File: src/rtl/word_ascii_streamer_pkg.sv
// Shared state encoding and ASCII constants for word_ascii_streamer.
// Macro WORD_ASCII_CRLF_EN adds the carriage-return state ahead of the line feed.
package word_ascii_streamer_pkg;

  localparam logic [2:0] S_IDLE     = 3'd0;
  localparam logic [2:0] S_SEND     = 3'd1;
  localparam logic [2:0] S_WAIT     = 3'd2;
  localparam logic [2:0] S_EOL_CR   = 3'd3;
  localparam logic [2:0] S_EOL_LF   = 3'd4;
  localparam logic [2:0] S_EOL_WAIT = 3'd5;

  typedef enum logic [2:0] {
    ST_IDLE     = S_IDLE,
    ST_SEND     = S_SEND,
    ST_WAIT     = S_WAIT,
`ifdef WORD_ASCII_CRLF_EN
    ST_EOL_CR   = S_EOL_CR,
`endif
    ST_EOL_LF   = S_EOL_LF,
    ST_EOL_WAIT = S_EOL_WAIT
  } state_t;

  localparam logic [7:0] ASCII_0  = 8'h30;
  localparam logic [7:0] ASCII_A  = 8'h41;
  localparam logic [7:0] ASCII_CR = 8'h0D;
  localparam logic [7:0] ASCII_LF = 8'h0A;

  localparam int RADIX_BIN = 1;
  localparam int RADIX_HEX = 4;

endpackage

File: src/rtl/word_ascii_streamer_digit_to_ascii.sv
// Combinational digit-to-character map: binary looks only at bit 0,
// hex yields uppercase "0"-"9","A"-"F".
module digit_to_ascii
  import word_ascii_streamer_pkg::*;
#(
  parameter int RADIX_BITS = 1
) (
  input  logic [3:0] i_value,
  output logic [7:0] o_ascii
);

  always_comb begin
    o_ascii = ASCII_0;
    if (RADIX_BITS == RADIX_BIN) begin
      o_ascii = ASCII_0 + {7'd0, i_value[0]};
    end else if (i_value < 4'd10) begin
      o_ascii = ASCII_0 + {4'd0, i_value};
    end else begin
      o_ascii = ASCII_A + {4'd0, i_value} - 8'd10;
    end
  end

endmodule

File: src/rtl/word_ascii_streamer.sv
// Streams one accepted word as MSB-first ASCII digits plus a line terminator.
// Define WORD_ASCII_CRLF_EN for a CR+LF terminator; otherwise LF only.
module word_ascii_streamer
  import word_ascii_streamer_pkg::*;
#(
  parameter int WIDTH      = 32,
  parameter int RADIX_BITS = 1
) (
  input  logic             i_clk,
  input  logic             i_rst,
  input  logic             i_word_valid,
  output logic             o_word_ready,
  input  logic [WIDTH-1:0] i_word,
  output logic             o_tx_dv,
  output logic [7:0]       o_tx_byte,
  input  logic             i_tx_done
);

  localparam int DIGITS = WIDTH / RADIX_BITS;
  localparam int IDX_W  = (DIGITS > 1) ? $clog2(DIGITS) : 1;
  localparam logic [IDX_W-1:0] LAST_IDX = IDX_W'(DIGITS - 1);

  if (((WIDTH % RADIX_BITS) != 0) ||
      ((RADIX_BITS != RADIX_BIN) && (RADIX_BITS != RADIX_HEX))) begin : g_bad_cfg
    $error("word_ascii_streamer: WIDTH must be a multiple of RADIX_BITS, RADIX_BITS must be 1 or 4");
  end

  state_t           r_state, w_state_next;
  logic [IDX_W-1:0] r_index, w_index_next;
  logic [WIDTH-1:0] r_shadow, w_shadow_next;
  logic             r_cr_sent, w_cr_sent_next;
  logic             r_word_ready;
  logic             r_tx_dv, w_dv_next;
  logic [7:0]       r_tx_byte, w_byte_next;

  logic [RADIX_BITS-1:0] w_digit_bits;
  logic [3:0]            w_digit;
  logic [7:0]            w_digit_ascii;

  always_comb begin
    w_state_next   = r_state;
    w_index_next   = r_index;
    w_shadow_next  = r_shadow;
    w_cr_sent_next = r_cr_sent;
    case (r_state)
      ST_IDLE: begin
        if (i_word_valid && r_word_ready) begin
          w_shadow_next = i_word;
          w_index_next  = LAST_IDX;
          w_state_next  = ST_SEND;
        end
      end
      ST_SEND: w_state_next = ST_WAIT;
      ST_WAIT: begin
        if (i_tx_done) begin
          if (r_index != '0) begin
            w_index_next = r_index - IDX_W'(1);
            w_state_next = ST_SEND;
          end else begin
`ifdef WORD_ASCII_CRLF_EN
            w_state_next = ST_EOL_CR;
`else
            w_state_next = ST_EOL_LF;
`endif
          end
        end
      end
`ifdef WORD_ASCII_CRLF_EN
      ST_EOL_CR: begin
        w_cr_sent_next = 1'b1;
        w_state_next   = ST_EOL_WAIT;
      end
`endif
      ST_EOL_LF: begin
        w_cr_sent_next = 1'b0;
        w_state_next   = ST_EOL_WAIT;
      end
      ST_EOL_WAIT: begin
        if (i_tx_done) begin
          w_state_next = r_cr_sent ? ST_EOL_LF : ST_IDLE;
        end
      end
      default: w_state_next = ST_IDLE;
    endcase
  end

  // Outputs are decoded from the next state so the registered strobe lines up with SEND/EOL cycles.
  always_comb begin
    w_digit_bits = w_shadow_next[int'(w_index_next) * RADIX_BITS +: RADIX_BITS];
    w_digit      = 4'(w_digit_bits);
  end

  digit_to_ascii #(
    .RADIX_BITS(RADIX_BITS)
  ) u_digit (
    .i_value(w_digit),
    .o_ascii(w_digit_ascii)
  );

  always_comb begin
    w_dv_next   = 1'b0;
    w_byte_next = r_tx_byte;
    case (w_state_next)
      ST_SEND: begin
        w_dv_next   = 1'b1;
        w_byte_next = w_digit_ascii;
      end
`ifdef WORD_ASCII_CRLF_EN
      ST_EOL_CR: begin
        w_dv_next   = 1'b1;
        w_byte_next = ASCII_CR;
      end
`endif
      ST_EOL_LF: begin
        w_dv_next   = 1'b1;
        w_byte_next = ASCII_LF;
      end
      default: ;
    endcase
  end

  always_ff @(posedge i_clk or posedge i_rst) begin
    if (i_rst) begin
      r_state      <= ST_IDLE;
      r_index      <= '0;
      r_shadow     <= '0;
      r_cr_sent    <= 1'b0;
      r_word_ready <= 1'b0;
      r_tx_dv      <= 1'b0;
      r_tx_byte    <= 8'h00;
    end else begin
      r_state      <= w_state_next;
      r_index      <= w_index_next;
      r_shadow     <= w_shadow_next;
      r_cr_sent    <= w_cr_sent_next;
      r_word_ready <= (w_state_next == ST_IDLE);
      r_tx_dv      <= w_dv_next;
      r_tx_byte    <= w_byte_next;
    end
  end

  assign o_word_ready = r_word_ready;
  assign o_tx_dv      = r_tx_dv;
  assign o_tx_byte    = r_tx_byte;

endmodule

File: config.mk
export PLATFORM = sky130hd
export DESIGN_NAME = word_ascii_streamer
export DESIGN_NICKNAME = d
export VERILOG_FILES = /design/src/rtl/word_ascii_streamer_pkg.sv /design/src/rtl/word_ascii_streamer_digit_to_ascii.sv /design/src/rtl/word_ascii_streamer.sv
export SDC_FILE = /design/constraint.sdc
export NUM_CORES = 1
export LEC_CHECK = 0
export ABC_AREA = 1
export CAP_MARGIN = 25
export CELL_PAD_IN_SITES_DETAIL_PLACEMENT = 1
export CELL_PAD_IN_SITES_GLOBAL_PLACEMENT = 2
export CORE_AREA = 2 2 93 95
export DETAILED_ROUTE_END_ITERATION = 10
export DIE_AREA = 0 0 95 97
export PLACE_DENSITY_LB_ADDON = 0.1
export SLEW_MARGIN = 25
export SYNTH_ARGS = -nofsm -noshare
export SYNTH_HDL_FRONTEND = slang
export SYNTH_SLANG_ARGS = --single-unit
File: constraint.sdc
create_clock -name i_clk -period 2.6 [get_ports i_clk]
set_clock_uncertainty 0.2 [all_clocks]
set_input_delay 0.52 -clock i_clk [delete_from_list [all_inputs] [get_ports i_clk]]
set_output_delay 0.52 -clock i_clk [all_outputs]
set_load 0.1 [all_outputs]
==> results.md, run 1 <==
* Slowest stage delay, CP at 0.43 ns
* Post-synthesis adder-cell area fraction at 0.5405%
* Fmax at 0.4279 GHz
* Remaining Overflow, GRT at 0
* Initial Util at 28.46%
* Reg2Reg Setup Slack at 0.26 ns
* Cell mode on critical path: nand3_1
* Antenna violations before repair at 0
* Worst hold path class: flip-flop to flip-flop
* WL final at 5.845 mm
* Routed len/inst at 12.96 um
* Clock Sinks at 45
* Largest family of logic cells by synthesized area: simple AND/OR/NAND/NOR gates
* Netlist Area Pre-Place at 2315 um^2
* Synth Area in Compound Gates at 2.108%
* Clock power share at 13.6%
* Gate Count Post-Synth at 294
* Max-slew violations at 0
* Sw power at 0.001580 W
* Worst hold path depth at 2
* Worst setup EP type: flip-flop
* Hold_buf cts at 0
* Yosys cell types at 28
* Worst Path Arrival at 2.33 ns
* Gpl congestion at 0.8378
* Slew headroom at 61.02%
* Synth warn at 0
* CP Data Required Time at 2.60 ns
* Antenna Cells at 0
* Period utilization at 89.89%
* Period minus WS final at 2.337 ns
* Final net count at 382
* RR Startpoint: r_index[0]
* Die Y at 97 um
* Status: finished, final reports clean
* Initial DRC count at 50
* Post-synthesis register bit count at 45
* Share of cells above drive strength 1 at 13.87%
* CTS tree: yes
* Die width at 95 um
* Avg Inst Size Synth at 7.873 um^2
* Post-synthesis xor/xnor area fraction at 0.7568%
* CTS root buf: clkbuf_8
* Register area at 1126 um^2
* R2R Path End: o_tx_byte[0]
* HP Start: r_shadow[24]
* DR pass1 iterations at 4
* Area of the multi-input gates at 1012 um^2
* RSZ-0062 raised after global routing: no
* Reg clk slew, reported paths at 0.08 ns
* Hold Fails Final Rpt at 0
* Worst-path maximum fanout at 7
* # rows at 33
* Ports at 46
* Static leakage at 1.494 nW
* Post-layout util at 36.87%
* Logic pwr share at 53.7%
* WHS Endpoint: r_shadow[24]
* CTS buffer count at 5
* Post-DP HPWL at 4.436 mm
* CP Cell Sequence: inv_1 -> ha_1 -> inv_1 -> nor2_1 -> nand2_1 -> nand3_2 -> nand2_4 -> buf_4 -> nand3_1 -> nand3_1 -> nand3_1 -> nand3_1 -> nand2_1 -> nand2_1 -> nand3_1 -> nand2_1
* Simple-gate portion of the synthesized area at 39.84%
* Sequential power share at 32.7%
* Sw Share at 45.22%
* Clock Path Buffers at 2
* Largest cells by area after synthesis: dfrtp_1, nand2_1, nand3_1
* Core area at 8134 um^2
* CP Class: flip-flop to flip-flop
* # DRC at 0
* DR vias/cell at 4.410
* Int Power at 0.001914 W
* R2R depth at 16
* Number of port buffers at 42
* Clock latency on the worst-skew pair at 0.29 ns
* Vias in the first global route at 2103
* CP Launch Type: flip-flop
* First-pass GRT wire length at 10.44 mm
* Largest net degree at the start of global routing at 46
* Area growth syn-to-layout at 29.57%
* Antenna Nets Post-Route at 0
* Final setup TNS at 0 ns
* WHS at 0.2780 ns
* Fill count at 992
* Share of the synthesized area in the top cell type at 48.65%
* IR drop worst, VDD at 428.7 uV
* Via count at 1989
* Mux share of post-synthesis cell area at 0%
* Synth area leader: dfrtp_1
* Pwr/cell area at 1165 nW/um^2
* Endpoints failing setup at 0
* GRT Total Usage at 14.12%
* Crit-path slowest cell: dfrtp_1
* Maxcap violations at 0
* Slew @ Worst Pin at 0.5847 ns
* Depth of the CTS H-tree at 2
* Post-synthesis sequential area ratio at 48.65%
* Area of the die at 9215 um^2
* Final Power at 0.003493 W
metrics by stage:
stage          area, um^2  cells  worst slack (ns)
2_1_floorplan        2322    296            0.1577
3_3_place_gp         2893    443         0.0005238
3_5_place_dp         2893    443          -0.05184
4_1_cts              2994    451            0.2190
5_1_grt              2999    451           0.01377
6_report             2999    451            0.2628
sequential cells by signal (all words and copies together), names as in the netlist:
name,flops
r_state,3
o_word_ready,1
o_tx_byte,3
r_shadow,32
o_tx_dv,1
r_index,5
power groups by stage:
stage	combinational, W	clock [W]	sequential, W
3_3_place_gp	0.00190	0	0.00116
5_1_grt	0.00215	0.000531	0.00119
4_1_cts	0.00192	0.000497	0.00115
3_5_place_dp	0.00192	0	0.00116
6_report	0.00188	0.000475	0.00114
2_1_floorplan	0.00122	0	0.00127
timing repair:
| item | 4_1_cts | 5_1_grt |
|---|---|---|
| endpoints found under the setup margin | 0 | 1 |
| gates resized for setup | 0 | 2 |
| setup buffers | 0 | 0 |
cells in the final DEF, fill, tap and decap left out, types with 2 or more instances in the layout:
master           instances
buf_12                   2
clkdlybuf4s50_1         35
nand2_2                  2
nor2_1                   6
nand2_4                  2
nor2_8                   2
dfrtp_1                 45
buf_4                   20
clkbuf_8                 7
inv_1                   12
a21oi_1                  2
inv_2                    3
inv_4                    3
nand2_1                135
nand3_1                 47
o21ai_1                  2
o21ai_0                  3
conb_1                   3
nand3_4                  2
routing by layer:
layer / wire, um / track usage (%) / vias up
met5: 0 / 0 / -
met4: 46 / 3.010 / 0
met3: 239 / 2.726 / 4
met2: 2667 / 22.20 / 37
met1: 2891 / 20.15 / 927
li1: - / - / 1021
cell usage after synthesis (all sizes together):
library cell and number:
a211oi 1, a21oi 2, buf 15, conb 1, dfrtp 45, ha 1, inv 20, nand2 140
nand3 50, nand4 1, nor2 9, nor3 1, o21ai 5, o22ai 1, xnor2 1, xor2 1
cell type report:
type / instances / share of cell area, %
sequential: 45 / 37.55
clock buffer: 7 / 3.212
tap: 105 / 4.380
inverter: 20 / 2.920
clock inverter: 1 / 0.1669
timing repair buffer: 57 / 18.02
multi-input combinational: 216 / 33.75
how the worst max path moves through the flow:
stage,startpoint,end,slack [ns],depth (start not counted)
3_5_place_dp,i_tx_done,o_tx_byte[0],-0.05,16
2_1_floorplan,o_word_ready,o_tx_byte[0],0.16,14
5_1_grt,r_index[0],o_tx_byte[0],0.01,17
3_3_place_gp,i_tx_done,o_tx_byte[0],0.0005,16
4_1_cts,r_index[0],o_tx_byte[0],0.22,18
6_report,r_index[0],o_tx_byte[0],0.26,16
kinds of logic after synthesis:
| family | after synthesis |
|---|---|
| adder cells (fa/ha/maj) | 1 |
| AO/OA/AOI/OAI | 9 |
| flip-flops | 45 |
| XOR/XNOR | 2 |
| other | 1 |
| AND/OR/NAND/NOR | 201 |
| buffers and inverters | 35 |
worst max-delay path, delay by kind of cell (launching register included):
family                     cells  cell delay (ns)
DFF                            1             0.43
adders and majority gates      1             0.20
and+or+nand+nor               12             1.13
buffers and inverters          3             0.30
Note: power is estimated with default switching activity, not from simulation.
==> run 2, diff against run 1 <==
--- a/config.mk
+++ b/config.mk
@@ -13,6 +13,7 @@
 export DETAILED_ROUTE_END_ITERATION = 10
 export DIE_AREA = 0 0 95 97
 export PLACE_DENSITY_LB_ADDON = 0.1
+export REMOVE_ABC_BUFFERS = 1
 export SLEW_MARGIN = 25
 export SYNTH_ARGS = -nofsm -noshare
 export SYNTH_HDL_FRONTEND = slang
==> run 2 against run 1 <==
  * Cell count fell by 0.44%
  * Sequential power barely moved
  * Flip-flop and latch count did not move
  * Worst hold slack improved by 0.0016 ns
  * Non-clock buffer count fell by 2
  * Routed wire length fell by 1.0%
  * Power fell by 1.5%
  * Clock power fell by 7.8%
  * Die area did not move
==> results.md, run 2 (synthesis results as in run 1) <==
* Status: finished, final reports clean
* DR vias/cell at 4.394 (-0.36%)
* IR drop worst, VDD at 326.6 uV (-24%)
* Setup WS post-layout at 0.2563 ns (-0.006506 ns)
* RR Startpoint: r_index[0]
* CTS tree: yes
* Area growth syn-to-layout at 28.05%
* Largest regs: r_shadow (32), r_index (5)
* Most frequent cells in the layout: nand2_1, nand3_1, dfrtp_1
* Fill count at 1008 (+1.6%)
* Worst hold path class: flip-flop to flip-flop
* Largest net degree at the start of global routing at 32 (-30%)
* Final Power at 0.003441 W (-1.5%)
* Worst Path Arrival at 2.34 ns (about the same)
* Initial DRC count at 48 (-4.0%)
* Max FFs per register at 32 (unchanged)
* Largest register by flop count: r_shadow
* HP Start: r_shadow[6]
* Area of the die at 9215 um^2 (unchanged)
* Die width at 95 um (unchanged)
* CP Launch Type: input pin
* Worst hold path depth at 2 (unchanged)
* Hold Fails Final Rpt at 0 (unchanged)
* Max-slew violations at 0 (unchanged)
* RSZ-0062 raised after global routing: no
* Hold_buf cts at 0 (unchanged)
* WHS at 0.2797 ns (+0.001633 ns)
* Worst setup EP type: flip-flop
* Commonest non-fill, non-tap cell in the layout: nand2_1
* Clock latency on the worst-skew pair at 0.30 ns (about the same)
* First-pass GRT wire length at 10.07 mm (-3.5%)
* Ports at 46 (unchanged)
* Routed len/inst at 12.89 um (-0.57%)
* CTS root buf: clkbuf_8
* Worst-path maximum fanout at 18 (+11)
* Period utilization at 90.14% (+0.25 points)
* Register area at 1126 um^2 (unchanged)
* Antenna Nets Post-Route at 0 (unchanged)
* Period minus WS final at 2.344 ns (+0.006506 ns)
* Final net count at 380 (-0.52%)
* Pwr/cell area at 1161 nW/um^2 (-0.33%)
* Clock Sinks at 45 (unchanged)
* CTS buffer count at 5 (unchanged)
* Number of port buffers at 42 (unchanged)
* CP Class: input pin to flip-flop
* Endpoints failing setup at 0 (unchanged)
* Gpl congestion at 0.7868 (-6.1%)
* Depth of the CTS H-tree at 2 (unchanged)
* R2R depth at 18 (+2)
* CP Data Required Time at 2.60 ns (about the same)
* Fmax at 0.4267 GHz (-0.28%)
* R2R Path End: o_tx_byte[0]
* Area of the multi-input gates at 1012 um^2 (unchanged)
* Clock Path Buffers at 2 (unchanged)
* Antenna Cells at 0 (unchanged)
* Post-DP HPWL at 4.439 mm (about the same)
* Final instance area at 2964 um^2 (-1.2%)
* GRT Total Usage at 13.67% (-0.45 points)
* WHS Endpoint: r_shadow[6]
* # DRC at 0 (unchanged)
* Die Y at 97 um (unchanged)
* # rows at 33 (unchanged)
* Post-CTS Repair Setup Buffers at 0 (unchanged)
* DR pass1 iterations at 4 (unchanged)
* Antenna violations before repair at 0 (unchanged)
* Post-layout util at 36.44% (-0.43 points)
* Area after DPL at 2878 um^2 (-0.52%)
* Share of cells above drive strength 1 at 13.37% (-0.50 points)
* Setup WS pre-CTS at -0.09593 ns (-0.04408 ns)
* Via count at 1973 (-0.80%)
* Static leakage at 1.476 nW (-1.2%)
* Vias in the first global route at 2087 (-0.76%)
* Remaining Overflow, GRT at 0 (unchanged)
* Initial Util at 28.46% (unchanged)
* WL final at 5.786 mm (-1.0%)
* Reg clk slew, reported paths at 0.09 ns (about the same)
* CTS resizes at 0 (unchanged)
* Core area at 8134 um^2 (unchanged)
* Maxcap violations at 0 (unchanged)
* Reg2Reg Setup Slack at 0.30 ns (+0.04 ns)
run 2: cell count changes in the layout (fill, tap and decap cells not counted):
cell and delta:
inv_6 -1, inv_2 +1, clkinvlp_4 +1, clkbuf_8 -2, clkinv_2 +1, buf_4 -2
run 2: worst max-delay path by stage:
stage                               to  slack (ns)          from  depth (start not counted)
final                     o_tx_byte[0]        0.26     i_tx_done                         16
after global routing      o_tx_byte[0]        0.04    r_index[0]                         18
after CTS                 o_tx_byte[0]        0.24     i_tx_done                         16
after detailed placement  o_tx_byte[0]        -0.1     i_tx_done                         16
after global placement    o_tx_byte[0]       -0.09     i_tx_done                         16
after floorplan           o_tx_byte[0]       -0.15  o_word_ready                         15
run 2: report_power, final:
part	leakage (nW)	total (W)	switching, W	internal (W)
clock network	0.0439	0.000438	0.000252	0.000186
logic	0.883	0.00187	0.00120	0.000669
registers	0.549	0.00114	0.000141	0.000996
run 2: cell type report:
type	count	share of cell area, %
multi-input cells	216	34.15
clock buffers	5	2.322
repair buffers	55	17.73
inverters	20	2.786
well taps	105	4.432
clock inverters	3	0.5910
flip-flops and latches	45	37.99
run 2: layer usage:
metal  wire length (um)  GRT usage (%)  up-vias
met5                  0              0        -
met2               2570          21.66       35
met4                 59          3.344        0
met1               2947          19.31      920
met3                208          2.414        6
li1                   -              -     1012
run 2: through the flow:
step	cells	TNS [ns]
6_report	449	0
5_1_grt	449	0
4_1_cts	449	0
3_5_place_dp	441	-0.09593
3_3_place_gp	441	-0.08722
2_1_floorplan	281	-0.1487
run 2: critical path: stages:
cell             delay (ns)
clkdlybuf4s50_1        0.61
inv_1                  0.07
nor2_1                 0.14
nand3_1                0.12
nand2_2                0.09
inv_4                  0.08
nand2_8                0.12
inv_2                  0.07
nand2_1                0.06
nand3_1                0.07
nand3_1                0.09
nand3_1                0.06
nand2_1                0.06
nand2_1                0.04
nand3_1                0.07
nand2_1                0.04
